### config.mk
export PLATFORM = sky130hd
export DESIGN_NAME = pair_triple_arbiter
export DESIGN_NICKNAME = d
export VERILOG_FILES = /design/src/rtl/pair_triple_arbiter.sv
export SDC_FILE = /design/constraint.sdc
export NUM_CORES = 1
export LEC_CHECK = 0
export CORE_UTILIZATION = 45
export DETAILED_ROUTE_END_ITERATION = 10
export PLACE_DENSITY = 0.9
export SYNTH_ARGS = -nofsm -noshare
export SYNTH_HDL_FRONTEND = slang
export SYNTH_SLANG_ARGS = --single-unit
### constraint.sdc
create_clock -name clk -period 3 [get_ports clk]
set_input_delay 0.6 -clock clk [delete_from_list [all_inputs] [get_ports clk]]
set_output_delay 0.6 -clock clk [all_outputs]
set_load 0.03 [all_outputs]
### src/rtl/pair_triple_arbiter.sv
// Round-robin arbiter sharing one 2-of-3 majority / triple detector among four
// requesters, with a one-entry response register and a saturating hit counter.
module pair_triple_arbiter #(
  parameter int COUNT_W = 8
) (
  input  logic               clk,
  input  logic               rst,
  input  logic [3:0]         req_val,
  input  logic [11:0]        req_bits,
  output logic [3:0]         req_rdy,
  output logic               resp_val,
  input  logic               resp_rdy,
  output logic [1:0]         resp_id,
  output logic               resp_out,
  output logic               resp_triple,
  output logic [COUNT_W-1:0] count
);

  typedef enum logic {EMPTY = 1'b0, FULL = 1'b1} state_t;

  state_t             state_reg, state_next;
  logic [1:0]         ptr_reg;
  logic [1:0]         resp_id_reg;
  logic               resp_out_reg, resp_triple_reg;
  logic [COUNT_W-1:0] count_reg;

  logic [2:0] vote [4];
  logic [3:0] rot;
  logic [1:0] offset;
  logic       grant_valid;
  logic [1:0] grant_idx;
  logic       can_accept, transfer, drain;
  logic [2:0] sel_vote;
  logic       det_out, det_triple;

  // rot[k] is the request k places after the current priority pointer
  generate
    for (genvar gi = 0; gi < 4; gi++) begin : g_req
      assign vote[gi]    = req_bits[3*gi +: 3];
      assign rot[gi]     = req_val[ptr_reg + 2'(gi)];
      assign req_rdy[gi] = transfer && (grant_idx == 2'(gi));
    end
  endgenerate

  always_comb begin
    grant_valid = 1'b0;
    offset      = 2'd0;
    for (int k = 3; k >= 0; k--) begin
      if (rot[k]) begin
        grant_valid = 1'b1;
        offset      = 2'(k);
      end
    end
  end

  assign grant_idx  = ptr_reg + offset;
  assign can_accept = (state_reg == EMPTY) || resp_rdy;
  // Gating with rst keeps the grant low for the whole reset pulse
  assign transfer   = grant_valid && can_accept && !rst;
  assign drain      = (state_reg == FULL) && resp_rdy;

  assign sel_vote   = vote[grant_idx];
  assign det_out    = (sel_vote[0] & sel_vote[1]) | ((sel_vote[0] | sel_vote[1]) & sel_vote[2]);
  assign det_triple = &sel_vote;

  always_ff @(posedge clk or posedge rst) begin
    if (rst) state_reg <= EMPTY;
    else     state_reg <= state_next;
  end

  always_comb begin
    state_next = state_reg;
    if (transfer)   state_next = FULL;
    else if (drain) state_next = EMPTY;
  end

  always_comb begin
    resp_val = (state_reg == FULL);
  end

  always_ff @(posedge clk or posedge rst) begin
    if (rst) begin
      ptr_reg         <= 2'd0;
      resp_id_reg     <= 2'd0;
      resp_out_reg    <= 1'b0;
      resp_triple_reg <= 1'b0;
    end else if (transfer) begin
      ptr_reg         <= grant_idx + 2'd1;
      resp_id_reg     <= grant_idx;
      resp_out_reg    <= det_out;
      resp_triple_reg <= det_triple;
    end
  end

  // Counts the outgoing response, so a same-edge reload does not affect it
  always_ff @(posedge clk or posedge rst) begin
    if (rst)
      count_reg <= '0;
    else if (drain && resp_out_reg && (count_reg != {COUNT_W{1'b1}}))
      count_reg <= count_reg + 1'b1;
  end

  assign resp_id     = resp_id_reg;
  assign resp_out    = resp_out_reg;
  assign resp_triple = resp_triple_reg;
  assign count       = count_reg;

endmodule
==> run summary <==
multi-input logic area: 766 sq um
placer congestion estimate: 0.856
Synth Register Bits: 15
Vias: 1,171
final worst setup slack: -126 ps
most frequent cells in the layout: 27 x clkdlybuf4s50_1, 15 x dfrtp_1, 13 x buf_4
Async SR Flop Fraction: 100%
met3 Usage GRT: 2.68%
antenna violations before repair: 0
met2 Usage GRT: 51.1%
Worst Hold Class: register to register
CP required: 2400 ps
final design area excluding fillers: 1700 sq um
grt total ovfl: 0
pin count of the biggest net entering global routing: 16
DP Area: 1490 sq um
Core ar.: 2230 sq um
hold path start: resp_id[0]
Cell Rows: 17
end of the worst register-to-register path: resp_out
gr usage total: 26.1%
top_reg_cell synth: dfrtp_1
CP Max Fanout: 5
clk buf depth: 2
number of global-route vias before repair: 1,183
cell area power density: 1000 nW/um^2
final setup fails: 4
WP data arrival: 2530 ps
CP Class: input port to primary output
clk slew on worst S/H paths: 90 ps
number of CTS-inserted buffers: 3
H-tree depth: 1
Avg Vias per Cell: 5.94
DPL Wire Length: 2040 um
Post-synth EDFFs: 0
post-synth top area cell: dfrtp_1
Period Utilization, post-route: 104%
Clock Skews: 2.49 ps
Die Ht: 50.9 um
post-route setup TNS: -434 ps
Worst Hold Endpoint: resp_id[0]
final WL: 3330 um
top cells by area, synth: dfrtp_1 35%, ha_1 7.0%, a21oi_1 4.2%
hold_buf cts: 0
diode count: 0
Port-buffer cells: 35
post-layout util: 76.1%
clock sinks: 15
Fill cells: 161
Worst setup EP type: primary output
Yosys warnings: 0
gr busiest metal: met2
R2R depth: 12
crit path time final: 3130 ps
die width: 50.9 um
reg-to-reg slack, setup: 690 ps
Reg-to-Reg Start: ptr_reg[1]
leakage: 0.722 nW
Syn Nets: 143
synth unique cells: 42
Area Growth Syn to Fin: 58.2%
status: complete, but fails checks
Ports: 36
Post-Syn Area: 1070 sq um
Hold Violations, Final: 0
failing checks: negative setup slack
worst slew pin tran: 557 ps
area share of the largest cell type after synthesis: 34.9%
RSZ-0062 raised after global routing: yes
clock latency on the worst-skew pair: 290 ps
sequential fraction of the synthesis area: 34.9%
violation count after the first detailed-route iteration: 39
Slew HR: 62.8%
Routed wire per std cell: 16.9 um
Remaining DRCs: 0
DR pass1 iterations: 4
maximum ir drop on the vdd rail: 0.825 mV
final-stage net count: 195
fmax: 320 MHz
Die Area: 2590 sq um
first-pass GRT wire length: 4970 um
Initial Utilization: 48.1%
CP startpoint kind: input port
hold path depth: 1
Largest register FFs: 8
routing usage on met1: 26.9%
Syn Area/Cell: 9.11 sq um
most common cell after layout, fill and taps aside: clkdlybuf4s50_1
ANT nets after route: 0
Clock Tree Root: clkbuf_4
share of layout cells above drive strength 1: 31.4%
Storage cell area: 375 sq um
CTS tree: yes
Syn Inst Count: 118
max_cap viols: 0
Final Max Tran Viols: 0
==> worst max-delay path, stage by stage <==
cell	delay, ps
buf_6	110
o21bai_4	160
a21oi_2	180
a21oi_2	50
a21oi_1	150
ha_2	250
xor2_2	210
a21oi_2	80
nor2_4	190
inv_2	90
ha_4	160
and3_4	150
buf_6	130
==> per-stage QoR <==
stage	total power [mW]	setup slack, ps	hold WS (ps)	std cells
finish	1.70	-126	513	197
global route	1.79	-209	537	197
CTS	1.56	-13.8	514	193
detailed placement	1.26	-591	494	186
global placement	1.23	-500	491	186
floorplan	0.920	98.1	501	118
==> how the worst max path moves through the flow <==
stage | from | to | slack, ps | cells after the start
after floorplan | req_val[3] | req_rdy[3] | 100 | 12
after global placement | req_val[2] | req_rdy[3] | -500 | 14
after detailed placement | req_val[2] | req_rdy[3] | -590 | 14
after CTS | req_val[2] | req_rdy[3] | -10 | 14
after global routing | ptr_reg[1] | req_rdy[3] | -210 | 12
final | req_val[1] | req_rdy[3] | -130 | 13
==> where the power goes <==
part / leakage (nW) / switching [mW] / internal, mW / total [mW]
sequential: 0.188 / 0.0838 / 0.274 / 0.358
combinational: 0.519 / 0.651 / 0.571 / 1.22
clock: 0.0150 / 0.0681 / 0.0517 / 0.120
==> metal layers <==
layer  vias to the layer above  wire length [um]
li1                        535                 -
met4                         0               133
met3                        13               176
met5                         -                 0
met2                        58              1810
met1                       565              1210
==> kinds of logic after synthesis <==
family | count (synthesis) | share of synthesized area [%]
multiplexers | 3 | 3.49
AND/OR/NAND/NOR | 50 | 24.9
buffers and inverters | 8 | 3.72
AO/OA/AOI/OAI | 25 | 16.8
flip-flops | 15 | 34.9
XOR/XNOR | 9 | 7.33
adder cells (fa/ha/maj) | 8 | 8.85
==> synthesized netlist by cell type (all sizes together) (2+ instances only) <==
cell type  instances
a21oi              9
a41oi              2
and3               5
buf                3
dfrtp             15
ha                 6
inv                4
maj3               2
mux2               3
nand2             11
nand2b             2
nand3              5
nand4              4
nor2              11
nor3               5
o21ai              3
o21bai             2
xnor2              5
xor2               4
==> final cells by class <==
cell class / instances / area share [%]
multi-input combinational: 95 / 45.0
timing repair buffer: 51 / 28.4
sequential: 15 / 22.1
tap: 28 / 2.06
clock buffer: 4 / 1.55
inverter: 4 / 0.883
==> timing repair <==
item                                    4_1_cts  5_1_grt
gates cloned                                  0        0
endpoints found under the setup margin        4        4
setup buffers                                 3        4
resized for setup                            38       12
pin swaps                                    10        8
(Power assumes the default switching activity.)
==> edit 1 (config.mk and constraints unchanged) <==
The parameter `COUNT_W` goes from 8 to 7.
--- a/src/rtl/pair_triple_arbiter.sv
+++ b/src/rtl/pair_triple_arbiter.sv
@@ -1,7 +1,7 @@
 // Round-robin arbiter sharing one 2-of-3 majority / triple detector among four
 // requesters, with a one-entry response register and a saturating hit counter.
 module pair_triple_arbiter #(
-  parameter int COUNT_W = 8
+  parameter int COUNT_W = 7
 ) (
   input  logic               clk,
   input  logic               rst,
Interface: changed (resized count); port bits go from 36 to 35. The function was not compared with the original's and may differ.
==> edit 1 against the original RTL <==
Sequential power shrank 2%; setup slack gained 0.038 ns; highest routed layer unchanged; critical path depth shrank 1; synthesized area shrank 5.8%; critical path type is now reg2out; utilization grew 3.3 points; die area shrank 5.6%; the flow still finishes with violations (negative setup slack); final area shrank 4.6%; synthesized cell count shrank 5.1%; total power grew 2.0%; routed wire length grew 0.90%; combinational power grew 5%; sequential cell count shrank 1; sequential share of layout area shrank 0.49 points.
==> edit 1: results (changes against the original RTL) <==
NUMPLACEDINSTANCES=177  # -4.8%
WORST_SETUP_SLACK_AFTER_LAYOUT_NS=-0.0885  # +0.0375 ns
CTS-RESIZED-GATES=37  # -2.6%
TIMING.CRITICAL_PATH.MAX_DELAY_FAMILY='buffers and inverters'
WORST_R2R_PATH_DEPTH=9  # -3
LAYOUT.CELLS.NON_FILLER=187  # -5.1%
GRT_PASS1_VIAS=1109  # -6.3%
SW_FRAC_OF_TOTAL=0.477  # +0.00493
POST-DP-HPWL_UM=2060  # +0.68%
POST-CTS-SETUP-BUFFERS=2  # -1
SYNTH_AREA_IN_COMPOUND_GATES=0.173  # +0.00542
CPPEAKSTAGEDELAY_NS=0.42  # +0.17 ns
GROUTE.LAYER.MET2.USAGE=0.532  # +0.0209
VIOLATIONS='negative setup slack'
SYN_INST=112  # -5.1%
CRITICAL-PATH-SLOWEST-CELL='sky130_fd_sc_hd__dfrtp_1'
DRIVE_ABOVE_1_SHARE=0.338  # +0.0239
TIMING.CRITICAL_PATH.ARRIVAL_NS=2.49  # -0.04 ns
USE_MET1=0.294  # +0.0252
SYNTHTOPCELLSBYAREA='sky130_fd_sc_hd__dfrtp_1, sky130_fd_sc_hd__ha_1, sky130_fd_sc_hd__a21oi_1, sky130_fd_sc_hd__nand2_1, sky130_fd_sc_hd__xnor2_1'
POWER_ATTRIBUTED_TO_THE_CLOCK_GROUP_uW=108  # -10%
LARGEST_REGISTER_FF_COUNT=7  # -1
WORSTMARGINPINSLEW_NS=0.551  # -0.00556 ns
POST-PLACE-WS_NS=-0.619  # -0.0280 ns
SETUP_VIOL=4  # unchanged
SYNTH.MUX.AREA_FRACTION=0.0371  # +0.00216
GRT_UTIL_MET3=0.0685  # +0.0418
POWER.SHARE.SEQUENTIAL=0.203  # -0.008
GRT_START_MAX_NET_PINS=15  # -1
OUTCOME='complete, but fails checks'
TIMING.CLOCK.SKEW_NS=0.0174  # +0.0149 ns
ROUTE.LAYER.MET1.WL_UM=1240  # +2.4%
ROUTE.MET2.WL_UM=1800  # -0.28%
FIRST_ITER_VIOLATIONS=21  # -46%
YS_SEQ_AREA_FRAC=0.346  # -0.00314
WORST_IR_DROP_VDD_mV=1.06  # +29%
[edit 1: cell type report]
| type | instances | area [µm²] |
|---|---|---|
| multi-input cells | 91 | 748 |
| repair buffers | 49 | 454 |
| fillers | 129 | 419 |
| flip-flops and latches | 14 | 350 |
| well taps | 27 | 33.8 |
| clock buffers | 3 | 22.5 |
| inverters | 3 | 13.8 |
[edit 1: metrics by stage]
stage / area (µm²) / TNS [ns] / total power (µW)
final: 1620 / -0.287 / 1730
after global routing: 1620 / -0.650 / 1820
after CTS: 1520 / -0.00368 / 1560
after detailed placement: 1410 / -2.29 / 1270
after global placement: 1410 / -1.91 / 1210
after floorplan: 1010 / 0 / 901
[edit 1: path summary, 6_finish.rpt]
path | from | end | slack [ns]
max | ptr_reg[1] | req_rdy[3] | -0.09
min | resp_id[0] | resp_id[0] | 0.52
max reg2reg | ptr_reg[1] | resp_out | 0.70
min reg2reg | resp_id[0] | resp_id[0] | 0.52
max in group asynchronous | rst | count[0] | 1.91
min in group asynchronous | rst | count[6] | 0.72
==> edit 2 (same flow settings) <==
Made on the original files. Make the reset (`rst`) synchronous in 3 clocked blocks.
--- a/src/rtl/pair_triple_arbiter.sv
+++ b/src/rtl/pair_triple_arbiter.sv
@@ -63,7 +63,7 @@
   assign det_out    = (sel_vote[0] & sel_vote[1]) | ((sel_vote[0] | sel_vote[1]) & sel_vote[2]);
   assign det_triple = &sel_vote;
 
-  always_ff @(posedge clk or posedge rst) begin
+  always_ff @(posedge clk) begin
     if (rst) state_reg <= EMPTY;
     else     state_reg <= state_next;
   end
@@ -78,7 +78,7 @@
     resp_val = (state_reg == FULL);
   end
 
-  always_ff @(posedge clk or posedge rst) begin
+  always_ff @(posedge clk) begin
     if (rst) begin
       ptr_reg         <= 2'd0;
       resp_id_reg     <= 2'd0;
@@ -93,7 +93,7 @@
   end
 
   // Counts the outgoing response, so a same-edge reload does not affect it
-  always_ff @(posedge clk or posedge rst) begin
+  always_ff @(posedge clk) begin
     if (rst)
       count_reg <= '0;
     else if (drain && resp_out_reg && (count_reg != {COUNT_W{1'b1}}))
Check against the original RTL: differs if rst is asserted again (counterexample within 4 cycles, from zero or initial values and one cycle with rst high); with rst held inactive, the same outputs for 10 cycles.
==> edit 2 against the original RTL <==
The flow still finishes with violations (negative setup slack); total power decreased by 28%; clock power rose by 5%; fmax rose by 1.4%; sequential cell count stayed put; setup slack improved by 0.044 ns; synthesized cell count increased by 13%; final area rose by 2.4%; routed wire length is 8.1% higher; synthesized area rose by 2.6%; critical path depth down 3.
==> edit 2: results (changes against the original RTL) <==
YOSYS-TOP-CELLS-COUNT='sky130_fd_sc_hd__nor2_1, sky130_fd_sc_hd__dfxtp_1, sky130_fd_sc_hd__nand2_1'
CTS-BUFFERS-INSERTED=3  # unchanged
FRACTION_OF_STANDARD_CELL_AREA_THAT_IS_SEQUENTIAL=0.175  # -0.0462
AREA_SHARE_CLOCK_BUF_INV=0.0158  # +0.000352
WORSTMARGINPINSLEW_NS=0.455  # -0.102 ns
TIMING.CLOCK.SKEW_NS=0.00267  # +0.000179 ns
NUMPLACEDINSTANCES=206  # +11%
ROUTE.FINAL.WIRE_LENGTH_UM=3600  # +8.1%
VIOLATIONS='negative setup slack'
DESIGN.FINAL.NETS=215  # +10%
ROUTE.LAYER.MET1.WL_UM=1440  # +19%
NETLIST-CELL-TYPE-COUNT=37  # -12%
WORST_SETUP_SLACK_AFTER_LAYOUT_NS=-0.0816  # +0.0444 ns
FIRST_ITER_VIOLATIONS=37  # -5.1%
SYNTH-ADDER-AREA-SHARE=0.104  # +0.0160
SYNTHXORXNORAREAFRAC=0.0715  # -0.00183
TIMING.CRITICAL_PATH.MAX_DELAY_FAMILY='simple AND/OR/NAND/NOR gates'
OUTCOME='complete, but fails checks'
P_LEAK_uW=0.000689  # -4.6%
MULTI_INPUT_COMBINATIONAL_AREA_SHARE=0.471  # +0.0202
FLOORPLAN.DIE_AREA_UM2=2650  # +2.5%
SETUP_VIOL=4  # unchanged
ASYNC_RESET_FF_FRAC=0  # -1.00
TIMING.CRITICAL_PATH.ARRIVAL_NS=2.48  # -0.05 ns
DRIVE_ABOVE_1_SHARE=0.323  # +0.00914
NMULTIINPUTCOMBCELLS=104  # +9.5%
DPL_CELL_AREA_UM2=1600  # +6.9%
POST-SYNTH-TOP-COUNT-CELL='sky130_fd_sc_hd__nor2_1'
CRITICAL-PATH-SLOWEST-CELL='sky130_fd_sc_hd__or4_4'
AVGVIACOUNTPERCELL=5.80  # -2.5%
WORSTPATHMAXFANOUT=6  # +1
DETAILROUTE.WIRELENGTH.MET3_UM=138  # -22%
CELL_PWR_DENSITY_nW_PER_UM2=704  # -30%
WORST_IR_DROP_VDD_mV=0.552  # -33%
INV_COUNT=7  # +3
CPPEAKSTAGEDELAY_NS=0.52  # +0.27 ns
POST-PLACE-WS_NS=-0.558  # +0.0322 ns
FIN_SETUP_TNS_NS=-0.314  # +0.120 ns
YS_SEQ_AREA_FRAC=0.272  # -0.0768
SYNTH.TOP_CELL.AREA_SHARE=0.272  # -0.0768
SYNTH.MUX.AREA_FRACTION=0.0545  # +0.0196
POSTSYNTHNETCOUNT=158  # +10%
FILLCELLCOUNT=147  # -8.7%
GLOBALROUTETOTALUTIL=0.267  # +0.00598
NON_CLOCK_BUFFER_AREA_FRACTION=0.304  # +0.0198
SYNTHTOPCELLSBYAREA='sky130_fd_sc_hd__dfxtp_1, sky130_fd_sc_hd__ha_1, sky130_fd_sc_hd__nor2_1, sky130_fd_sc_hd__xnor2_1, sky130_fd_sc_hd__mux2i_1'
DRT-WIRELENGTH-PER-CELL_UM=16.6  # -1.8%
GRT_PASS1_VIAS=1225  # +3.6%
[edit 2: report_power, final]
group / internal [µW] / leakage, µW / switching [µW]
Combinational: 411 / 0.000548 / 423
Clock: 49.8 / 0.0000177 / 76.2
Sequential: 233 / 0.000123 / 32.5
Total: 694 / 0.000689 / 532
[edit 2: final timing paths]
check,slack [ns],cells after the start,to,start
min,0.47,2,resp_id[0],resp_id[0]
max reg2reg,0.47,9,resp_triple,ptr_reg[0]
min reg2reg,0.47,2,resp_id[0],resp_id[0]
max,-0.08,10,req_rdy[1],req_val[0]
[edit 2: timing repair]
| action | in CTS | in global routing |
|---|---|---|
| endpoints found under the setup margin | 4 | 4 |
| pin swaps | 5 | 4 |
| gates resized for setup | 29 | 9 |
| buffers inserted | 4 | 3 |
[edit 2: per-layer routing]
| metal | vias up | track usage |
|---|---|---|
| li1 | 589 | - |
| met1 | 604 | 0.303 |
| met2 | 52 | 0.500 |
| met3 | 13 | 0.0263 |
| met4 | 0 | 0.113 |
| met5 | - | 0 |
